===== config.mk =====
export PLATFORM = sky130hd
export DESIGN_NAME = dmem_arbiter
export DESIGN_NICKNAME = d
export VERILOG_FILES = /design/src/rtl/dmem_arbiter.sv
export SDC_FILE = /design/constraint.sdc
export NUM_CORES = 1
export LEC_CHECK = 0
export CELL_PAD_IN_SITES_DETAIL_PLACEMENT = 1
export CELL_PAD_IN_SITES_GLOBAL_PLACEMENT = 2
export CORE_UTILIZATION = 19
export CTS_CLUSTER_SIZE = 8
export DETAILED_ROUTE_END_ITERATION = 10
export PLACE_DENSITY = 0.91
export SYNTH_ARGS = -nofsm -noshare
export SYNTH_HDL_FRONTEND = slang
export SYNTH_SLANG_ARGS = --single-unit

===== constraint.sdc =====
create_clock -name clk -period 2.6 [get_ports clk]
set_clock_uncertainty 0.15 [all_clocks]
set_input_delay 0.52 -clock clk [delete_from_list [all_inputs] [get_ports clk]]
set_output_delay 0.52 -clock clk [all_outputs]
set_load 0.005 [all_outputs]

===== src/rtl/dmem_arbiter.sv =====
// Two-port request/grant arbiter sharing the data memory between the core and a debug/loader port.
// Optional feature: define ARB_STARVE_GUARD_EN to let a starving core break a debug lock.
module dmem_arbiter #(
  parameter int ADDR_W     = 32,
  parameter int DATA_W     = 32,
  parameter int STARVE_MAX = 8
) (
  input  logic              clk,
  input  logic              rst,
  input  logic              core_req,
  input  logic              core_we,
  input  logic [ADDR_W-1:0] core_addr,
  input  logic [DATA_W-1:0] core_wdata,
  output logic              core_gnt,
  output logic              core_rvalid,
  output logic [DATA_W-1:0] core_rdata,
  input  logic              dbg_req,
  input  logic              dbg_we,
  input  logic [ADDR_W-1:0] dbg_addr,
  input  logic [DATA_W-1:0] dbg_wdata,
  input  logic              dbg_lock,
  output logic              dbg_gnt,
  output logic              dbg_rvalid,
  output logic [DATA_W-1:0] dbg_rdata,
  output logic              mem_we,
  output logic [ADDR_W-1:0] mem_addr,
  output logic [DATA_W-1:0] mem_wdata,
  input  logic [DATA_W-1:0] mem_rdata
);

  typedef enum logic [1:0] {
    LAST_CORE  = 2'd0,
    LAST_DBG   = 2'd1,
    DBG_LOCKED = 2'd2
  } st_t;

  st_t st_q, st_d;

  logic core_prio;
  logic core_sel;
  logic dbg_sel;

  logic              core_rvalid_q, core_rvalid_d;
  logic [DATA_W-1:0] core_rdata_q,  core_rdata_d;
  logic              dbg_rvalid_q,  dbg_rvalid_d;
  logic [DATA_W-1:0] dbg_rdata_q,   dbg_rdata_d;

`ifdef ARB_STARVE_GUARD_EN
  localparam int STARVE_W = $clog2(STARVE_MAX + 1);
  logic [STARVE_W-1:0] starve_q, starve_d;
  logic                starve_hit;

  assign starve_hit = (starve_q == STARVE_W'(STARVE_MAX));
`endif

  // Grant selection; rst masks grants so nothing reaches memory during reset.
  always_comb begin
    core_prio = (st_q == LAST_DBG);
`ifdef ARB_STARVE_GUARD_EN
    if (starve_hit) begin
      core_prio = 1'b1;
    end else begin
      core_prio = (st_q == LAST_DBG);
    end
`endif
    core_sel = !rst && core_req && (!dbg_req || core_prio);
    dbg_sel  = !rst && dbg_req && !core_sel;
  end

  always_comb begin
    st_d = st_q;
    if (core_sel) begin
      st_d = LAST_CORE;
    end else if (dbg_sel) begin
      st_d = dbg_lock ? DBG_LOCKED : LAST_DBG;
    end else begin
      case (st_q)
        DBG_LOCKED: st_d = LAST_DBG;
        LAST_CORE:  st_d = (!dbg_req || !dbg_lock) ? LAST_DBG : LAST_CORE;
        LAST_DBG:   st_d = LAST_DBG;
        default:    st_d = LAST_DBG;
      endcase
    end
  end

  // Read capture: data is latched only on a granted read and held otherwise.
  always_comb begin
    core_rvalid_d = core_sel && !core_we;
    dbg_rvalid_d  = dbg_sel && !dbg_we;
    core_rdata_d  = core_rvalid_d ? mem_rdata : core_rdata_q;
    dbg_rdata_d   = dbg_rvalid_d ? mem_rdata : dbg_rdata_q;
  end

`ifdef ARB_STARVE_GUARD_EN
  always_comb begin
    if (core_sel || !core_req) begin
      starve_d = '0;
    end else if (starve_hit) begin
      starve_d = starve_q;
    end else begin
      starve_d = starve_q + STARVE_W'(1);
    end
  end

  always_ff @(posedge clk or posedge rst) begin
    if (rst) begin
      starve_q <= '0;
    end else begin
      starve_q <= starve_d;
    end
  end
`endif

  always_ff @(posedge clk or posedge rst) begin
    if (rst) begin
      st_q          <= LAST_DBG;
      core_rvalid_q <= 1'b0;
      core_rdata_q  <= '0;
      dbg_rvalid_q  <= 1'b0;
      dbg_rdata_q   <= '0;
    end else begin
      st_q          <= st_d;
      core_rvalid_q <= core_rvalid_d;
      core_rdata_q  <= core_rdata_d;
      dbg_rvalid_q  <= dbg_rvalid_d;
      dbg_rdata_q   <= dbg_rdata_d;
    end
  end

  assign core_gnt    = core_sel;
  assign dbg_gnt     = dbg_sel;
  assign core_rvalid = core_rvalid_q;
  assign core_rdata  = core_rdata_q;
  assign dbg_rvalid  = dbg_rvalid_q;
  assign dbg_rdata   = dbg_rdata_q;

  assign mem_we    = (core_sel && core_we) || (dbg_sel && dbg_we);
  assign mem_addr  = dbg_sel ? dbg_addr : core_addr;
  assign mem_wdata = dbg_sel ? dbg_wdata : core_wdata;

endmodule

Yosys cells after proc, flatten, opt, wreduce, memory -nomap -nowiden
Index checks and enable logic that the tools add are counted.
Widths: inputs -> output; s select.
Storage, ports and cells
  output and inout bits: 133
  register bits: 68
  bits of input ports: 167
  word-level logic and storage cells: 31
Cells by class
  eq/ne operators: 1
  mux-type cells: 7
  reductions and logical operators: 18
Operators by type and width (number)
  $mux 32: 2
  $logic_and 1x1->1: 8
  $logic_not 1->1: 6
  $mux 2: 3
  $logic_or 1x1->1: 3
  $eq 2x1->1 const B: 1
  $logic_not 2->1: 1
  $mux 1: 2

Logic depth before layout (Yosys ltp)
  word-level depth: 7
  mapped depth: 5
  depth with buffers taken out: 3

Worst setup path before layout
Ideal clock, no wire load.
  path type: input -> output
  from: in rst
  to: out mem_addr[11]
  setup slack: 498 ps
  data arrival time: 1432 ps
  path buffers: 2
  data required time: 1930 ps
  cell stages on the path: 5
  cells stage by stage: and2b_4 > nand2_2 > buf_6 > buf_6 > mux2_4
Between the ends
  cells in the longest elaborated chain, start to end: 6
  elaborated cells between the ends (all ways): 7
  those cells by class: 1 x mux; 6 x reduce/logical
RTL lines
  start, declared: line 9  | input logic rst,
  $logic_not 1->1 (no source line) (*)
  $logic_and 1x1->1 (2 in a row): line 66  | core_sel = !rst && core_req && (!dbg_req || core_prio);
  $logic_not 1->1: line 67  | dbg_sel = !rst && dbg_req && !core_sel;
  $logic_and 1x1->1 (*): line 67
  $mux 32 (*): line 138  | assign mem_addr = dbg_sel ? dbg_addr : core_addr;
  end, declared: line 26  | output logic [ADDR_W-1:0] mem_addr,
Every way passes the cells marked *; elsewhere a longest branch is shown, timed or not.

Worst setup path after layout
  from: reg st_q[0]
  to: out mem_wdata[8]
Between the ends
  cells in the longest elaborated chain, start to end: 6
RTL lines
  start, declared: line 37  | st_t st_q, st_d;
  start signal, assigned: line 122  | st_q <= st_d;
  $eq 2x1->1: line 58  | core_prio = (st_q == LAST_DBG);
  $logic_or 1x1->1: line 66
  $logic_and 1x1->1: line 66
  $logic_not 1->1: line 67
  $logic_and 1x1->1: line 67
  $mux 32: line 139  | assign mem_wdata = dbg_sel ? dbg_wdata : core_wdata;
  end, declared: line 27  | output logic [DATA_W-1:0] mem_wdata,
No other way between the ends.

==> metrics.cfg <==
[setup_path]
crit_path_end_kind = primary output
cp_top_family = flip-flops
cp.depth = 7
worstSetupPathType = reg2out
path_buf_inv = 4
r2r_start = st_q[0]
crit_start = st_q[0]
r2r_cells = 7
max_stage_delay_ns = 0.53
critPathMaxFanout = 5
crit_path_start_kind = register
cp.arrival_ns = 2.01
crit_chain = nand3b_1, nand2_8, buf_12, buf_16, buf_8, mux2_4, buf_6
critPathRequiredTime_ns = 1.93
critical_path.slowest_cell = dfstp_2

[floorplanning]
die_w_um = 139.5
start_util_pct = 19.66
fp.dieArea_um2 = 19460
rows = 49
pin_count = 300
die_y_um = 139.5
fp.coreArea_um2 = 18270

[drt]
dr_total_vias = 3317
first_iter_violations = 57
ant_nets = 0
drt_first_pass_iters = 4
drt_wl_total_um = 18230
via_per_inst = 4.151
drcViolationCount = 0
wl_per_cell_um = 22.82

[cells_and_area]
layout-drive-gt1-share_pct = 44.50
fill_cells = 1928
stdcell_count = 799
synthToLayoutAreaGrowth_pct = 111.8
fin_area_um2 = 7607
utilization_pct = 41.64
finalNetCount = 727

[synth]
synth.avg_cell_area_um2 = 15.89
yosysWarnings = 0
synth.ff_latch_count = 68
syn_area_um2 = 3592
synthDistinctLibCells = 20
syn_nets = 393
synthCells = 226
ys_seq_area_share_pct = 47.41

[grt]
globalRouteTotalUtil_pct = 18.66
grt_pass1_vias = 3857
gr-usage-met3_pct = 7.398
met2_usage_pct = 34.70
grt_pass1_wl_um = 26340
met1_usage_pct = 18.79
busiest_layer = met2
antenna_found_initial = 8
grt_max_degree = 68
grt-ovfl-total = 0

[clock_tree]
cts.sinks = 68
clock-root-buffer = clkbuf_16
insertion_delay_ns = 0.32
cts.clk_slew.worst_paths_ns = 0.05
clock_path_buffers = 2
cts_tree = built
htree_levels = 3
numCtsBuffers = 9

[worst_hold_path]
hold_path_class = reg2reg
hp-start = core_rdata[24]
hold_depth = 1

[sta]
finalCritPeriodShare_pct = 102.9
hold_violations = 0
tightest_slew_ns = 0.3742
fin_crit_ns = 2.676
setup_viol = 34
setup_ws_ns = -0.07621
rsz0062_at_grt = true
fmax_mhz = 373.7
max_slew_margin_pct = 75.05
drv_slew = 0

[status]
status = complete, but fails checks
violations = setup timing

[placement]
dpl_cell_area_um2 = 6938
routabilityCongestion = 0.9338
port_buffers = 299
dp_hpwl_um = 13960
dp_cells = 757

[power]
pwr-share-clk_pct = 27.9
p_leak_nw = 3.449
p_int_w = 0.003143
swShare_pct = 24.63
power_frac_comb_pct = 38.0
powerDensity_nw_per_um2 = 548.1
seqPwrFrac_pct = 34.1
ir_drop_mv = 0.3288
p_sw_w = 0.001027

[run]
cap_violations = 0

==> power by group through the flow <==
stage	sequential [W]	clock, W	combinational (W)
2_1_floorplan	0.00144	0	0.000435
5_1_grt	0.00145	0.00126	0.00167
4_1_cts	0.00143	0.00121	0.00159
3_3_place_gp	0.00142	0	0.00148
6_report	0.00142	0.00116	0.00158
3_5_place_dp	0.00144	0	0.00151
==> logic make-up after synthesis <==
| logic type | share of synthesized area (%) |
|---|---|
| AND/OR/NAND/NOR | 2.264 |
| buffers and inverters | 3.797 |
| flip-flops | 47.41 |
| multiplexers | 45.52 |
| AO/OA/AOI/OAI | 1.010 |
==> synth_stat cells (all sizes together) <==
cell type	number	share of area [%]
mux2	128	45
a21oi	1	0.14
dfrtp	67	47
buf	13	3.4
and3	1	0.17
mux2i	1	0.28
nand2	2	0.28
and2b	1	0.28
nand2b	2	0.77
nand3b	2	0.77
dfstp	1	0.73
a31oi	1	0.17
a211oi	1	0.56
inv	4	0.42
o21ai	1	0.14
==> path summary, 6_finish.rpt <==
kind | end | slack [ns]
max in group asynchronous | dbg_rdata[12] | 1.56
max | mem_wdata[8] | -0.08
max reg2reg | dbg_rdata[12] | 0.44
min reg2reg | core_rdata[24] | 0.35
min in group asynchronous | st_q[0] | 0.36
min | core_rdata[24] | 0.35
==> registers in the layout, summed over array words and instances, names as in the netlist <==
signal	count
core_rdata	32
core_rvalid	1
dbg_rdata	32
dbg_rvalid	1
st_q	2
==> worst reg2reg max path: stages, from the launching register on <==
cell and delay [ns]:
dfstp_2 0.53, nand3b_1 0.20, buf_4 0.21, buf_4 0.12
buf_4 0.14, nand3b_4 0.08, buf_12 0.23, mux2_2 0.39
==> area by class of cell <==
type                       count  area (um^2)  area share [%]
antenna                        6        15.01          0.1974
clock inverter                 1        5.005         0.06579
inverter                       4        15.01          0.1974
multi-input combinational    141         1834           24.11
tap                          229        286.5           3.766
sequential                    68         1703           22.38
clock buffer                  14        284.0           3.734
timing repair buffer         336         3465           45.54
==> metrics by stage <==
step	setup TNS [ns]	power, W	hold slack, ns	worst slack [ns]
finish	-1.768	0.004170	0.3474	-0.07621
CTS	-2.251	0.004231	0.3355	-0.09864
global placement	-28.25	0.002900	0.3258	-0.4610
detailed placement	-28.63	0.002953	0.3373	-0.4711
floorplan	0	0.001878	0.3328	0.2201
global route	-4.052	0.004374	0.3638	-0.1393
==> per-layer routing <==
metal,vias to the layer above,routed length (um)
li1,1485,-
met1,1627,6671
met2,165,9605
met3,32,1560
met4,8,340
met5,-,55
==> timing repair <==
| action | 4_1_cts | 5_1_grt |
|---|---|---|
| endpoints found under the setup margin | 67 | 65 |
| hold buffers | 0 | 0 |
| buffers inserted | 17 | 3 |
| pin swaps | 2 | 1 |
| gates cloned | 5 | 0 |
| resized for setup | 338 | 15 |
==> placed cells by master (no fill, tap or decap), drive strengths merged, types with 2 or more instances in the layout <==
master	netlist	layout
dlygate4sd2	0	5
mux2	128	128
nand3b	2	2
clkdlybuf4s50	0	229
inv	4	4
nand2b	2	2
nand2	2	2
dfrtp	67	67
clkbuf	0	14
diode	0	6
buf	13	101
Power figures use the tool's default switching activity.
==> RTL edit, RTL diff (config.mk and constraints unchanged) <==
The option `ARB_STARVE_GUARD_EN` is turned on by a define.
--- a/src/rtl/dmem_arbiter.sv
+++ b/src/rtl/dmem_arbiter.sv
@@ -2,2 +2,4 @@
 // Optional feature: define ARB_STARVE_GUARD_EN to let a starving core break a debug lock.
+`define ARB_STARVE_GUARD_EN
+
 module dmem_arbiter #(
Check against the original RTL: same outputs for any inputs over 4 cycles, from zero or initial values and one cycle with rst high; that may be too few to reach the edited logic, so the function may still have changed.
==> RTL edit against the unedited design <==
Total power up 6.8%. Synthesized area down 0.21%. Non-clock buffer count up 25. Sequential share of layout area down 0.55 points. Design area up 8.6%. Worst setup slack worse by 0.15 ns. Die area down 0.21%. Register-to-register slack worse by 0.26 ns. Routed wire length down 1.8%. Critical path depth up 2. First-iteration DRC count down 1.8%. Core utilization up 3.7 points. The flow still finishes with violations (setup timing). Maximum frequency down 5.2%. Sequential cell count up 4.
==> RTL edit: results (changes against the unedited design) <==
run_status:
  status: "finished with violations"
  violations: "setup timing"
cells_and_area:
  clkCellAreaFrac: 0.0358  # -0.00224
  layoutNonFillerInstCount: 845  # +5.8%
  multi_input_area_um2: 2020  # +9.9%
  n_all_buffers: 361  # +7.4%
  seqCellArea_um2: 1800  # +5.9%
  drive_gt1_frac: 0.454  # +0.00862
  nonClockInverterCount: 7  # +3
  nMultiInputCombCells: 159  # +13%
  nNetsFinal: 779  # +7.2%
grt:
  grt_pass1_vias: 4221  # +9.4%
  grt_start_max_net_pins: 39  # -43%
  antenna_found_initial: 1  # -7
setup_path:
  cp.arrival_ns: 2.15  # +0.14 ns
  ff2ff_setup_slack_ns: 0.18  # -0.26 ns
  cp-endpoint: "mem_wdata[9]"
  ff2ff_path_depth: 12  # +5
yosys:
  syn_inst: 251  # +11%
  syn_nets: 420  # +6.9%
  synthTopCellsByArea: "dfrtp_1, mux2_2, buf_2"
  synth-compound-area-share: 0.0136  # +0.00351
  seq_area_frac_synth: 0.503  # +0.0289
  synth_mux_area_frac: 0.408  # -0.0476
placement:
  numPlacedInstances: 785  # +3.7%
  gp_congestion: 0.853  # -8.7%
  post-place-ws_ns: -0.557  # -0.0861 ns
  dpl_cell_area_um2: 7010  # +0.99%
timing:
  setup_viol: 64  # +88%
  fin_hold_ws_ns: 0.340  # -0.00778 ns
  layout_setup_ws_ns: -0.224  # -0.148 ns
  slew_headroom: 0.667  # -0.0832
cts:
  cts_setup_buffers: 29  # +12
  clock-sinks: 72  # +5.9%
  post_cts_resized: 347  # +2.7%
floorplanning:
  die-width_um: 139  # -0.10%
route:
  drtIter0Drc: 56  # -1.8%
min_path:
  min_from: "core_rdata[21]"
pwr:
  power.leakage_uw: 0.00382  # +11%
==> RTL edit: changes by cell type after synthesis, moves of 3 or more <==
cell / delta
mux2_2: +49
mux2_4: -49
inv_1: +3
buf_2: +6
buf_6: -6
dfrtp_1: +4
nor3_1: +4
==> RTL edit: layer usage <==
metal,up-vias,GRT usage,part of all wire
li1,1625,-,-
met1,1802,0.180,0.36
met2,184,0.326,0.55
met3,30,0.0516,0.067
met4,0,0.0491,0.023
met5,-,0,0
==> RTL edit: critical path: stages (launching register included) <==
cell and delay, ns:
dfrtp_1 0.38, inv_2 0.07, ha_4 0.14, nand4b_1 0.19, nand3_4 0.20, buf_6 0.15
buf_12 0.14, buf_8 0.12, mux2_4 0.30, buf_6 0.12
==> RTL edit: report_power, final <==
part           internal, uW  switching [uW]  leakage, uW
clock                   742             483     0.000146
combinational          1220             500      0.00281
sequential             1370             145     0.000866
total                  3330            1130      0.00382
